==> src/rtl/rlbp_seq_pkg.sv <==
// Shared types and defaults for the RLBP acquisition sequencer.
// Channel indices follow the ctrl_o bit order.
package rlbp_seq_pkg;

  localparam int DEF_CW  = 11;
  localparam int DEF_NCH = 8;
  localparam int DEF_ITW = 8;

  localparam int CH_VD1     = 0;
  localparam int CH_VD2     = 1;
  localparam int CH_SW1     = 2;
  localparam int CH_SW2     = 3;
  localparam int CH_SH      = 4;
  localparam int CH_SH_CMP  = 5;
  localparam int CH_SH_RST  = 6;
  localparam int CH_CNT_RST = 7;

  typedef enum logic [1:0] {
    IDLE,
    RUN,
    XFER,
    DONE
  } state_t;

endpackage

==> src/rtl/rlbp_seq_ctrl_win.sv <==
// Per-channel window comparator for the RLBP sequencer.
// Registers the strobe from the next count so it lines up with count_o.
module rlbp_win_cmp
  import rlbp_seq_pkg::*;
#(
  parameter int CW = DEF_CW
) (
  input  logic          clk,
  input  logic          rst,
  input  logic [CW-1:0] i_cnt_nxt,
  input  logic [CW-1:0] i_up,
  input  logic [CW-1:0] i_down,
  input  logic          i_run_en,
  output logic          o_strobe
);

  logic w_hit;
  logic r_strobe;

  assign w_hit = i_run_en
              && (i_up <= i_cnt_nxt)
              && (i_cnt_nxt < i_down);

  always_ff @(posedge clk) begin
    if (rst) r_strobe <= 1'b0;
    else     r_strobe <= w_hit;
  end

  assign o_strobe = r_strobe;

endmodule

==> src/rtl/rlbp_seq_ctrl.sv <==
// RLBP acquisition sequencer: timebase, strobe windows and
// start/done control with serializer hand-off between pixel cycles.
module rlbp_seq_ctrl
  import rlbp_seq_pkg::*;
#(
  parameter int CW  = DEF_CW,
  parameter int NCH = DEF_NCH,
  parameter int ITW = DEF_ITW
) (
  input  logic              clk,
  input  logic              rst,
  input  logic [NCH*CW-1:0] cfg_up,
  input  logic [NCH*CW-1:0] cfg_down,
  input  logic [CW-1:0]     cfg_period,
  input  logic [ITW-1:0]    cfg_iters,
  input  logic              start,
  input  logic              abort,
  input  logic              p2s_ready,
  output logic              p2s_en,
  output logic [NCH-1:0]    ctrl_o,
  output logic              busy,
  output logic              done,
  output logic [CW-1:0]     count_o,
  output logic [ITW-1:0]    iter_o
);

  localparam logic [CW-1:0]  C_ONE = CW'(1);
  localparam logic [ITW-1:0] I_ONE = ITW'(1);

  state_t            r_state;
  state_t            w_state_nxt;
  logic [NCH*CW-1:0] r_up;
  logic [NCH*CW-1:0] r_down;
  logic [NCH*CW-1:0] w_up;
  logic [NCH*CW-1:0] w_down;
  logic [CW-1:0]     r_period;
  logic [CW-1:0]     r_count;
  logic [CW-1:0]     w_count_nxt;
  logic [ITW-1:0]    r_iters;
  logic [ITW-1:0]    r_iter;
  logic [ITW-1:0]    w_iter_nxt;
  logic              r_p2s_en;
  logic              r_busy;
  logic              r_done;
  logic              w_p2s_nxt;
  logic              w_busy_nxt;
  logic              w_done_nxt;
  logic              w_run_en;
  logic              w_load;
  logic              w_start_ok;
  logic              w_wrap;
  logic              w_last;

  assign w_start_ok = start
                   && (cfg_period != '0)
                   && (cfg_iters != '0);
  assign w_wrap = r_count == r_period - C_ONE;
  assign w_last = r_iter == r_iters - I_ONE;

  always_ff @(posedge clk) begin
    if (rst) r_state <= IDLE;
    else     r_state <= w_state_nxt;
  end

  always_comb begin
    w_state_nxt = r_state;
    unique case (r_state)
      IDLE: if (w_start_ok) w_state_nxt = RUN;
      RUN:  if (w_wrap) w_state_nxt = XFER;
      // ready is ignored during the launch cycle itself
      XFER: if (!r_p2s_en && p2s_ready)
              w_state_nxt = w_last ? DONE : RUN;
      DONE: w_state_nxt = IDLE;
      default: w_state_nxt = IDLE;
    endcase
    if (abort) w_state_nxt = IDLE;
  end

  always_comb begin
    w_busy_nxt  = w_state_nxt != IDLE;
    w_done_nxt  = w_state_nxt == DONE;
    w_run_en    = w_state_nxt == RUN;
    w_p2s_nxt   = (r_state == RUN) && (w_state_nxt == XFER);
    w_load      = (r_state == IDLE) && (w_state_nxt == RUN);
    w_count_nxt = '0;
    if ((r_state == RUN) && (w_state_nxt == RUN))
      w_count_nxt = r_count + C_ONE;
    w_iter_nxt = r_iter;
    if (w_state_nxt == IDLE)
      w_iter_nxt = '0;
    else if ((r_state == XFER) && (w_state_nxt == RUN))
      w_iter_nxt = r_iter + I_ONE;
  end

  always_ff @(posedge clk) begin
    if (rst) begin
      r_count  <= '0;
      r_iter   <= '0;
      r_p2s_en <= 1'b0;
      r_busy   <= 1'b0;
      r_done   <= 1'b0;
    end else begin
      r_count  <= w_count_nxt;
      r_iter   <= w_iter_nxt;
      r_p2s_en <= w_p2s_nxt;
      r_busy   <= w_busy_nxt;
      r_done   <= w_done_nxt;
    end
  end

  always_ff @(posedge clk) begin
    if (rst) begin
      r_up     <= '0;
      r_down   <= '0;
      r_period <= '0;
      r_iters  <= '0;
    end else if (w_load) begin
      r_up     <= cfg_up;
      r_down   <= cfg_down;
      r_period <= cfg_period;
      r_iters  <= cfg_iters;
    end
  end

  // The first RUN cycle is computed before the shadows are loaded.
  assign w_up   = (r_state == IDLE) ? cfg_up   : r_up;
  assign w_down = (r_state == IDLE) ? cfg_down : r_down;

  for (genvar g = 0; g < NCH; g++) begin : g_ch
    rlbp_win_cmp #(.CW(CW)) u_cmp (
      .clk       (clk),
      .rst       (rst),
      .i_cnt_nxt (w_count_nxt),
      .i_up      (w_up[g*CW +: CW]),
      .i_down    (w_down[g*CW +: CW]),
      .i_run_en  (w_run_en),
      .o_strobe  (ctrl_o[g])
    );
  end

  assign p2s_en  = r_p2s_en;
  assign busy    = r_busy;
  assign done    = r_done;
  assign count_o = r_count;
  assign iter_o  = r_iter;

endmodule
==> config.mk <==
export PLATFORM = sky130hd
export DESIGN_NAME = rlbp_seq_ctrl
export DESIGN_NICKNAME = d
export VERILOG_FILES = /design/src/rtl/rlbp_seq_pkg.sv /design/src/rtl/rlbp_seq_ctrl_win.sv /design/src/rtl/rlbp_seq_ctrl.sv
export SDC_FILE = /design/constraint.sdc
export NUM_CORES = 1
export LEC_CHECK = 0
export ABC_AREA = 1
export BUFFER_PORTS_ARGS = -buffer_cell sky130_fd_sc_hd__buf_2
export CAP_MARGIN = 20
export CORE_MARGIN = 2
export CORE_UTILIZATION = 52
export DETAILED_ROUTE_END_ITERATION = 12
export PLACE_DENSITY = 0.77
export SETUP_SLACK_MARGIN = 0.15
export SYNTH_ARGS = -nofsm -noshare
export SYNTH_HDL_FRONTEND = slang
export SYNTH_SLANG_ARGS = --single-unit
==> constraint.sdc <==
create_clock -name clk -period 4.4 [get_ports clk]
set_input_delay 0.22 -clock clk [delete_from_list [all_inputs] [get_ports clk]]
set_output_delay 0.22 -clock clk [all_outputs]
set_load 0.02 [all_outputs]
==> flow_summary.json, run 1 <==
{
  "min_to": "r_up[5]$_SDFFE_PP0P_",
  "synth-edff-count": 0,
  "ys.flop_type": "dfxtp_1",
  "synth-simple-area-share": 0.180,
  "yosysMostFrequentCell": "nand2_1",
  "fin_skew_ns": 0.0140,
  "drcViolationCount": 0,
  "clock_sinks": 227,
  "fin_cells": 2803,
  "hold_viol": 0,
  "synth_area_leaders": "dfxtp_1, ha_1, nand2_1",
  "irDropWorstVdd_mv": 0.297,
  "cp_slowest_stage_delay_ns": 0.34,
  "seq_area_frac_synth": 0.311,
  "h-tree-depth": 1,
  "cts_root_buf": "clkbuf_16",
  "slew_viol_final": 0,
  "die-area_um2": 29500,
  "syn_nets": 2421,
  "grt_pass1_vias": 15100,
  "cts_tree": "done",
  "num_vias": 15800,
  "utilization": 0.674,
  "grt_pass1_wl_um": 74500,
  "fill_cells": 2280,
  "whs_path_depth": 3,
  "cts_buffers": 26,
  "synth_mux_area_frac": 0,
  "startpoint": "r_period[0]$_SDFFE_PP0P_",
  "synth_top_family_by_area": "compound AO/OA/AOI/OAI gates",
  "fin_tns_setup_ns": 0,
  "p_leak_uw": 0.00859,
  "drive_gt1_frac": 0.143,
  "syn_area_per_cell_um2": 7.11,
  "dp_worst_setup_slack_ns": 0.261,
  "wl_per_cell_um": 17.1,
  "grt_max_degree": 194,
  "syn_inst": 2057,
  "syn_area_um2": 14600,
  "placed_cells": 2580,
  "period_minus_slack_ns": 3.99,
  "num_rows": 61,
  "yosys.area.top_type": "dfxtp_1",
  "finalSetupViolations": 0,
  "reg2reg_depth": 27,
  "hp-start": "cfg_up[5]",
  "power.density_nw_per_um2": 302,
  "synth-seq-cells": 227,
  "register_area_um2": 4540,
  "place_congestion": 0.937,
  "vias_per_cell": 5.63,
  "io_buffers": 229,
  "synth-xor-area-share": 0.00899,
  "coreArea_um2": 27700,
  "ys_warn_count": 0,
  "initial_utilization": 0.528,
  "max_slew_margin": 0.234,
  "maxCapViolations": 0,
  "track_usage": 0.316,
  "die_w_um": 172,
  "drt_iter0_markers": 1466,
  "critical_path.slowest_cell": "dfxtp_1",
  "rr_endpoint": "g_ch[1].u_cmp.o_strobe$_SDFF_PP0_",
  "clock_path_buffers": 3,
  "fmax_mhz": 250,
  "crit_required_ns": 4.88,
  "path_class": "register to register",
  "period_share": 0.908,
  "clock_latency_ns": 0.54,
  "hp-class": "primary input to register",
  "outcome": "complete, no violations",
  "die_h_um": 172,
  "timing.rr.start": "r_period[0]$_SDFFE_PP0P_",
  "antenna_found_initial": 1,
  "dr.pass1.iters": 6,
  "finalHoldWorstSlack_ns": 0.0131,
  "place_hpwl_um": 30800,
  "critPathCaptureType": "register",
  "io_pins": 230,
  "synth_fa_ha_area_frac": 0.140,
  "synth_commonest_cells": "nand2_1, inv_1, o21ai_0",
  "setup_ws_ns": 0.406,
  "synth-async-reset-ratio": 0,
  "yosys.area.top_type_share": 0.311,
  "wl_um": 48100,
  "multiInputGateArea_um2": 8420,
  "tightest_slew_ns": 1.15,
  "clkSlewWorstSetupHoldPaths_ns": 0.06,
  "critPathLaunchType": "register",
  "area_growth_pct": 27.8,
  "antenna_left": 0,
  "fin_nets": 2770,
  "r2r_slack_ns": 0.41,
  "cp_max_fo": 6,
  "worstPathArrival_ns": 4.47,
  "synth_compound_area_frac": 0.243,
  "rsz0062_at_grt": "no",
  "gr-total-overflow": 0,
  "synth_cell_types": 45
}
==> kinds of logic after synthesis <==
kind of cell,count (synthesis)
xor+xnor,15
compound gates,614
flops,227
buf+inv,425
fa+ha+maj,164
simple gates,612
==> registers in the layout, indices dropped and copies added, names as in the netlist <==
register             flops
r_down                  88
p2s_en                   1
count_o                 11
r_period                11
busy                     1
r_state                  2
r_iters                  8
done                     1
r_up                    88
g_ch.u_cmp.o_strobe      8
iter_o                   8
==> power by group <==
group	switching (uW)	internal [uW]
sequential	47.7	2180
combinational	680	478
clock	886	1380
total	1610	4040
==> worst max path at each step <==
stage,end,slack (ns),cells past startpoint
after CTS,g_ch[5].u_cmp.o_strobe$_SDFF_PP0_,0.24,25
after detailed placement,g_ch[5].u_cmp.o_strobe$_SDFF_PP0_,0.26,25
final,g_ch[1].u_cmp.o_strobe$_SDFF_PP0_,0.41,27
after global placement,g_ch[5].u_cmp.o_strobe$_SDFF_PP0_,0.29,24
after global routing,g_ch[0].u_cmp.o_strobe$_SDFF_PP0_,0.13,33
after floorplan,g_ch[0].u_cmp.o_strobe$_SDFF_PP0_,0.29,29
==> stage by stage <==
stage,cell area (um^2),total power [uW]
finish,18700,5650
global route,18700,5890
CTS,18600,5620
detailed placement,16000,3260
global placement,16000,3230
floorplan,14600,2960
==> layout make-up <==
class,instances,area share
repair buffers,434,0.171
clock inverters,5,0.00549
inverters,312,0.0630
diodes,2,0.000268
clock buffers,40,0.0415
multi-input cells,1405,0.451
flip-flops and latches,227,0.243
well taps,378,0.0253
==> layout by cell type, fill, tap and decap left out, types with 3 or more instances in the layout <==
cell / instances
nand3_1: 54
nor2_4: 5
nand3b_1: 3
clkbuf_16: 27
dfxtp_1: 227
nand3_2: 3
o41ai_1: 3
buf_2: 228
inv_1: 298
nor3_1: 12
dlygate4sd3_1: 173
ha_1: 164
buf_12: 5
nand2_2: 4
nor2_2: 6
buf_4: 27
nor2_1: 88
clkbuf_8: 5
inv_2: 12
o21ai_1: 57
a21o_1: 16
xor2_1: 11
nand2_1: 391
nor3_2: 3
o32ai_1: 97
nor3b_1: 4
a31oi_1: 5
nor4_1: 4
clkbuf_1: 8
a21oi_1: 169
xnor2_1: 4
nand4_1: 27
o21ai_0: 253
bufinv_16: 3
==> per-layer routing <==
layer | up-vias | GRT usage | wire (um)
met3 | 175 | 0.0469 | 3410
met5 | - | 0 | 0
li1 | 7663 | - | -
met1 | 7271 | 0.383 | 19200
met4 | 0 | 0.160 | 2600
met2 | 683 | 0.544 | 22800
==> worst max-delay path: cells and delay by family, from the launching register on <==
kind | cells | cell delay, ns
AOI/OAI and AO/OA | 9 | 1.36
adders and majority gates | 2 | 0.50
buffers and inverters | 5 | 0.58
DFF | 1 | 0.34
and+or+nand+nor | 11 | 1.14
==> repair_timing <==
action,CTS,global route
hold endpoints to repair,173,0
setup endpoints to repair,0,8
gates resized for setup,0,11
hold buffers,173,0
setup buffers,0,3
Note: power is estimated with default switching activity, not from simulation.
==> run 2, diff against run 1 <==
--- a/config.mk
+++ b/config.mk
@@ -11,6 +11,7 @@
 export CORE_MARGIN = 2
 export CORE_UTILIZATION = 52
 export DETAILED_ROUTE_END_ITERATION = 12
+export HOLD_SLACK_MARGIN = 0.02
 export PLACE_DENSITY = 0.77
 export SETUP_SLACK_MARGIN = 0.15
 export SYNTH_ARGS = -nofsm -noshare
==> run 2 against run 1 <==
Effect of this change:
- combinational power hardly changed
- count of clock-buffer cells in the layout unchanged
- critical path depth fell by 2
- first-iteration DRC count is 4.9% higher
- cell area increased by 0.64%
- register-to-register slack about the same
- worst setup slack better by 0.0084 ns
- highest routed layer unchanged
==> flow_summary.json, run 2 (synthesis gave the netlist of run 1 again) <==
{
  "outcome": "complete, no violations",
  "period_minus_slack_ns": 3.99,
  "drt_iter0_markers": 1538,
  "wl_per_cell_um": 17.2,
  "drive_gt1_frac": 0.143,
  "rsz0062_at_grt": "no",
  "slew_viol_final": 0,
  "io_pins": 230,
  "grt_pass1_wl_um": 75200,
  "wl_um": 48500,
  "place_hpwl_um": 30800,
  "top_regs": "r_down x88, r_up x88",
  "clkSlewWorstSetupHoldPaths_ns": 0.06,
  "maxCapViolations": 0,
  "grt_pass1_vias": 15200,
  "num_rows": 61,
  "critPathLaunchType": "register",
  "mostFrequentLayoutCell": "nand2_1",
  "cp_num_buf_inv": 4,
  "period_share": 0.906,
  "cp_max_fo": 6,
  "cts_tree": "done",
  "hp-class": "primary input to register",
  "cp_common_cell": "nor2_1",
  "fin_skew_ns": 0.0139,
  "gr-total-overflow": 0,
  "tightest_slew_ns": 1.19,
  "pwr-share-seq": 0.394,
  "dp_worst_setup_slack_ns": 0.261,
  "cts_root_buf": "clkbuf_16",
  "io_buffers": 229,
  "drcViolationCount": 0,
  "irDropWorstVdd_mv": 0.298,
  "dr.pass1.iters": 5,
  "power.density_nw_per_um2": 301,
  "vias_per_cell": 5.64,
  "coreArea_um2": 27700,
  "cp_slowest_stage_delay_ns": 0.34,
  "fin_nets": 2782,
  "critical_path.slowest_cell": "dfxtp_1",
  "cpLargestDelayFamily": "simple AND/OR/NAND/NOR gates",
  "antenna_found_initial": 1,
  "finalHoldWorstSlack_ns": 0.0315,
  "h-tree-depth": 1,
  "combinationalPowerShare": 0.207,
  "clock_path_buffers": 3,
  "num_vias": 15900,
  "fin_tns_setup_ns": 0,
  "power_uw": 5660,
  "path_class": "register to register",
  "die-area_um2": 29500,
  "setup_ws_ns": 0.414,
  "final_cell_mix": "nand2_1, inv_1, o21ai_0",
  "fmax_mhz": 251,
  "cts_buffers": 26,
  "area_growth_pct": 28.6,
  "p_leak_uw": 0.00864,
  "crit_required_ns": 4.87,
  "die_h_um": 172,
  "clock_latency_ns": 0.54,
  "swShare": 0.286,
  "initial_utilization": 0.528,
  "pwr-share-clk": 0.399,
  "worstPathArrival_ns": 4.46,
  "die_w_um": 172,
  "power.switching_uw": 1620,
  "clock_sinks": 227,
  "finalSetupViolations": 0,
  "place_congestion": 0.937,
  "antenna_left": 0,
  "grt_max_degree": 194,
  "hold_viol": 0,
  "track_usage": 0.319,
  "fill_cells": 2234,
  "critPathCaptureType": "register",
  "max_slew_margin": 0.207,
  "internal_power_uw": 4040
}
-- run 2: cell types whose count changed in the layout (fill, tap and decap cells not counted) --
cell | before | now
diode_2 | 2 | 1
ha_2 | 0 | 1
dlygate4sd3_1 | 173 | 185
ha_1 | 164 | 163
-- run 2: worst min-delay path: stages --
cell     delay, ns
buf_2         0.10
o21ai_0       0.08
a21oi_1       0.12
-- run 2: final timing paths --
check	start	to	slack [ns]	depth (start not counted)
setup / recovery	r_period[0]$_SDFFE_PP0P_	g_ch[5].u_cmp.o_strobe$_SDFF_PP0_	0.41	25
hold / removal	cfg_down[7]	r_down[7]$_SDFFE_PP0P_	0.03	3
setup reg to reg	r_period[0]$_SDFFE_PP0P_	g_ch[5].u_cmp.o_strobe$_SDFF_PP0_	0.41	25
hold reg to reg	r_down[64]$_SDFFE_PP0P_	r_down[64]$_SDFFE_PP0P_	0.45	2
-- run 2: cell type report --
type / count / area [um^2] / share of cell area
diodes: 1 / 2.50 / 0.000133
clock buffers: 40 / 774 / 0.0412
clock inverters: 5 / 103 / 0.00546
inverters: 312 / 1180 / 0.0626
multi-input cells: 1405 / 8420 / 0.448
flip-flops and latches: 227 / 4540 / 0.242
well taps: 378 / 473 / 0.0252
repair buffers: 446 / 3310 / 0.176
-- run 2: metal layers --
metal | global-route usage | wire, um | vias up
met4 | 0.162 | 2670 | 0
li1 | - | - | 7690
met5 | 0 | 0 | -
met2 | 0.551 | 23100 | 709
met3 | 0.0437 | 3340 | 182
met1 | 0.386 | 19400 | 7303
-- run 2: power by group through the flow --
stage | clock (uW) | sequential (uW) | combinational (uW)
finish | 2260 | 2230 | 1170
global route | 2360 | 2240 | 1310
CTS | 2270 | 2230 | 1130
detailed placement | 0 | 2270 | 994
global placement | 0 | 2270 | 963
floorplan | 0 | 2260 | 704
-- run 2: repair_timing --
| item | 4_1_cts | 5_1_grt |
|---|---|---|
| endpoints found under the setup margin | 0 | 8 |
| endpoints found under the hold margin | 185 | 0 |
| hold buffers | 185 | 0 |
| resized for setup | 0 | 12 |
| buffers inserted | 0 | 3 |
-- run 2: through the flow --
step	instance area, um^2	util	cells
4_1_cts	18700	0.676	2810
6_report	18800	0.679	2814
2_1_floorplan	14600	-	2057
3_3_place_gp	16000	0.577	2580
5_1_grt	18800	0.679	2814
3_5_place_dp	16000	0.577	2580
